--- config.mk ---
export PLATFORM = sky130hd
export DESIGN_NAME = cc_cond_unit
export DESIGN_NICKNAME = d
export VERILOG_FILES = /design/src/rtl/cc_cond_unit.sv
export SDC_FILE = /design/constraint.sdc
export NUM_CORES = 1
export LEC_CHECK = 0
export ABC_AREA = 1
export CELL_PAD_IN_SITES_DETAIL_PLACEMENT = 0
export CELL_PAD_IN_SITES_GLOBAL_PLACEMENT = 1
export CORE_MARGIN = 2
export CORE_UTILIZATION = 20
export DETAILED_ROUTE_END_ITERATION = 16
export PLACE_DENSITY = 0.83
export SETUP_SLACK_MARGIN = 0.5
export SLEW_MARGIN = 10
export SYNTH_ARGS = -nofsm -noshare
export SYNTH_HDL_FRONTEND = slang
export SYNTH_SLANG_ARGS = --single-unit
--- constraint.sdc ---
create_clock -name clk -period 1.37 [get_ports clk]
set_input_delay 0.274 -clock clk [delete_from_list [all_inputs] [get_ports clk]]
set_output_delay 0.274 -clock clk [all_outputs]
set_load 0.05 [all_outputs]
--- src/rtl/cc_cond_unit.sv ---
// Execute-stage condition-code unit: holds the Y86-64 CC register, evaluates the
// jXX/cmovXX condition from it, and registers the result into the E->M boundary.
module cc_cond_unit #(
  parameter logic [3:0] ICODE_CMOV = 4'h2,
  parameter logic [3:0] ICODE_OPQ  = 4'h6,
  parameter logic [3:0] ICODE_JXX  = 4'h7,
  parameter logic [2:0] CC_RESET   = 3'b001
) (
  input  logic       clk,
  input  logic       rst,
  input  logic       e_valid,
  input  logic [3:0] e_icode,
  input  logic [3:0] e_ifun,
  input  logic [2:0] alu_cf,
  input  logic       cc_hold,
  input  logic       m_stall,
  input  logic       m_bubble,
  output logic [2:0] cc,
  output logic       e_cnd,
  output logic       m_cnd,
  output logic       m_valid
);

  logic [2:0] cc_r;
  logic       m_cnd_r;
  logic       m_valid_r;
  logic       set_cc_s;
  logic       is_cond_s;
  logic       e_cnd_s;

  // Flags are {OF,SF,ZF}; x = SF^OF is the signed "less than" result.
  function automatic logic cond_eval(input logic [3:0] ifun, input logic [2:0] flags);
    logic zf;
    logic x;
    logic res;
    zf = flags[0];
    x  = flags[1] ^ flags[2];
    case (ifun)
      4'h0:    res = 1'b1;
      4'h1:    res = x | zf;
      4'h2:    res = x;
      4'h3:    res = zf;
      4'h4:    res = ~zf;
      4'h5:    res = ~x;
      4'h6:    res = ~x & ~zf;
      default: res = 1'b0;
    endcase
    return res;
  endfunction

  assign set_cc_s  = e_valid & (e_icode == ICODE_OPQ) & ~cc_hold;
  assign is_cond_s = e_valid & ((e_icode == ICODE_JXX) | (e_icode == ICODE_CMOV));

  // Condition evaluated from the registered CC only; no bypass of a same-cycle write.
  always_comb begin
    e_cnd_s = 1'b0;
    if (is_cond_s) begin
      e_cnd_s = cond_eval(e_ifun, cc_r);
    end else begin
      e_cnd_s = 1'b0;
    end
  end

  // Architectural CC register, written only by a committed OPq.
  always_ff @(posedge clk) begin
    if (rst) begin
      cc_r <= CC_RESET;
    end else if (set_cc_s) begin
      cc_r <= alu_cf;
    end else begin
      cc_r <= cc_r;
    end
  end

  // E->M boundary: stall outranks bubble.
  always_ff @(posedge clk) begin
    if (rst) begin
      m_cnd_r   <= 1'b0;
      m_valid_r <= 1'b0;
    end else if (m_stall) begin
      m_cnd_r   <= m_cnd_r;
      m_valid_r <= m_valid_r;
    end else if (m_bubble) begin
      m_cnd_r   <= 1'b0;
      m_valid_r <= 1'b0;
    end else begin
      m_cnd_r   <= e_cnd_s;
      m_valid_r <= e_valid;
    end
  end

  assign cc      = cc_r;
  assign e_cnd   = e_cnd_s;
  assign m_cnd   = m_cnd_r;
  assign m_valid = m_valid_r;

endmodule

==> flow_summary.toml <==
[grt]
grt_start_max_net_pins = 6
grt_pass1_vias = 469
grtUsageTotal_pct = 12.0
grt-ovfl-total = 0
antenna_found_initial = 0
grt_pass1_wl_um = 1820

[placement]
place.gp.congestion = 0.657
placed_area_um2 = 742
pre_cts_slack_ns = -0.401
numPortBuffers = 22
dp_hpwl_um = 728

[worst_setup_path]
cp_num_buf_inv = 2
critPathRequiredTime_ns = 1.10
worstPathCellList = "inv_2, nand2_2, nand2_2, nand2_1, nand2_1, nand2_1, and2_4, buf_12"
crit_family = "simple AND/OR/NAND/NOR gates"
arrival_ns = 1.23
cp-end-kind = "output port"
critPathMaxStageDelay_ns = 0.34
path_common_cell = "nand2_1"
slowest_stage = "dfxtp_4"
critPathKind = "reg -> out"
path_max_fanout = 3
worstSetupStartpointType = "register"

[outcome]
status = "finished with violations"
violations = "negative setup slack"

[power_and_ir_drop]
finalPower_uw = 470
power-per-cell-area_nw_per_um2 = 488
leakage_uw = 0.000464
vdd_drop_max_uv = 313

[detailed_routing]
ant_nets = 0
drt-initial-drc-count = 4
vias = 508
routed_wl_um = 1210
vias_per_cell = 4.13
routedWlPerCell_um = 9.80
drc = 0
dr.pass1.iters = 3

[floorplanning]
ios = 23
coreArea_um2 = 1540
initial_core_util_pct = 21.9
num_rows = 14
die_x_um = 45.1
die_y_um = 45.1
die_area_um2 = 2030

[sta]
tightest_slew_ns = 0.201
setup_viol = 2
rsz0062_at_grt = "true"
finClkSkew_ns = 0.00292
hold_viol_final = 0
period_share_pct = 109
setup_ws_ns = -0.130
whs_ns = 0.469
layout_min_cycle_time_ns = 1.50
slew_violations = 0
maxSlewHeadroom_pct = 86.6
fmax_mhz = 667

[final_layout]
area_growth_pct = 185
fill_cells = 130
final_nets = 125
drive_above_1_share_pct = 58.9
finalInstanceArea_um2 = 963
num_antenna_cells = 0

[yosys]
synthFlopType = "dfxtp_1"
syn_area_um2 = 338
synth_common_cells = "nand2_1 (19), inv_1 (10), dfxtp_1 (5)"
synth.ff_latch_count = 5
synthArstFlopShare_pct = 0
syn_nets = 72
synthTopCellsByArea = "dfxtp_1 (30%), nand2_1 (21%), inv_1 (11%)"
synth_most_common_cell = "nand2_1"
postSynthAreaPerCell_um2 = 6.14
seq_area_frac_synth_pct = 29.6
synthCells = 55
ys_types = 15
synth_area_leader_cell = "dfxtp_1"
yosysTopAreaCellShare_pct = 29.6
synth_warnings = 0
synth-edff-count = 0

[cts]
clock-sinks = 5
cts_root_buf = "clkbuf_4"
clk_pin_slew_worst_paths_ns = 0.04
ctsLongestPathBuffers = 2
cts_tree = "yes"
cts_made_buffers = 3
hold_buffers = 0
htree_num_levels = 1
clock_latency_ns = 0.23

[hold_path]
hold_class = "in -> reg"

[job]
max_cap_violations = 0
[metrics by stage]
step                      util, %  setup TNS (ns)  std cells
after floorplan                 -               0         55
after global placement       48.1           -1.20        101
after detailed placement     48.1           -1.30        101
after CTS                    58.8          -0.146        119
after global routing         62.5          -0.349        123
final                        62.5          -0.177        123
[layer usage]
layer	up-vias	GRT usage, %	share of wire [%]
li1	279	-	-
met1	213	14.2	36
met2	16	21.1	57
met3	0	3.20	6.4
met4	0	3.53	0
met5	-	0	0
[layout by cell type, fill, tap and decap left out, types with 2 or more instances in the layout]
cell and count:
nand3_1 4, buf_12 6, nor2_2 3, clkdlybuf4s50_1 5, dlygate4sd2_1 7, inv_1 5, a21oi_2 2, dfxtp_2 2
clkbuf_4 3, nand2_2 3, buf_4 15, clkdlybuf4s15_1 2, dfxtp_4 3, o21ai_2 2, inv_2 3, buf_6 12
nand2_1 15, a21oi_1 2, inv_4 2
[report_power, final]
part	total, µW	internal (µW)	switching (µW)
clock	163	110	53.7
combinational	160	95.1	64.9
sequential	147	144	2.98
[tightest hold or removal path: cells and delay by family]
family / cells / cell delay (ns)
buffers and inverters: 1 / 0.26
AO/OA/AOI/OAI: 1 / 0.05
AND/OR/NAND/NOR: 1 / 0.08
[layout make-up]
cell class / instances / area, µm² / area share, %
Clock buffer: 4 / 26.3 / 2.73
Inverter: 11 / 58.8 / 6.10
Multi-Input combinational cell: 39 / 240 / 24.9
Sequential cell: 5 / 114 / 11.8
Tap cell: 16 / 20.0 / 2.08
Timing Repair Buffer: 48 / 504 / 52.3
[kinds of logic (layout without fill, tap and decap cells)]
logic type | count (synthesis) | after routing | synth area share [%]
AND/OR/NAND/NOR | 32 | 32 | 45.9
buffers and inverters | 11 | 63 | 12.2
AO/OA/AOI/OAI | 7 | 7 | 12.2
flip-flops | 5 | 5 | 29.6
[registers in the layout, summed over array words and instances, names as in the netlist]
name	flops
cc	3
m_cnd	1
m_valid	1
[worst paths after layout]
path | startpoint | depth (start not counted) | end | slack, ns
worst min register to register | m_valid | 2 | m_valid | 0.48
worst max register to register | cc[2] | 12 | m_cnd | -0.05
worst min-delay path | m_stall | 3 | m_cnd | 0.47
worst max-delay path | cc[1] | 8 | e_cnd | -0.13
[timing repair]
action | in CTS | in global routing
gates resized for setup | 30 | 9
pin swaps | 12 | 5
setup buffers | 14 | 4
setup endpoints to repair | 11 | 11
Power figures use the tool's default switching activity.
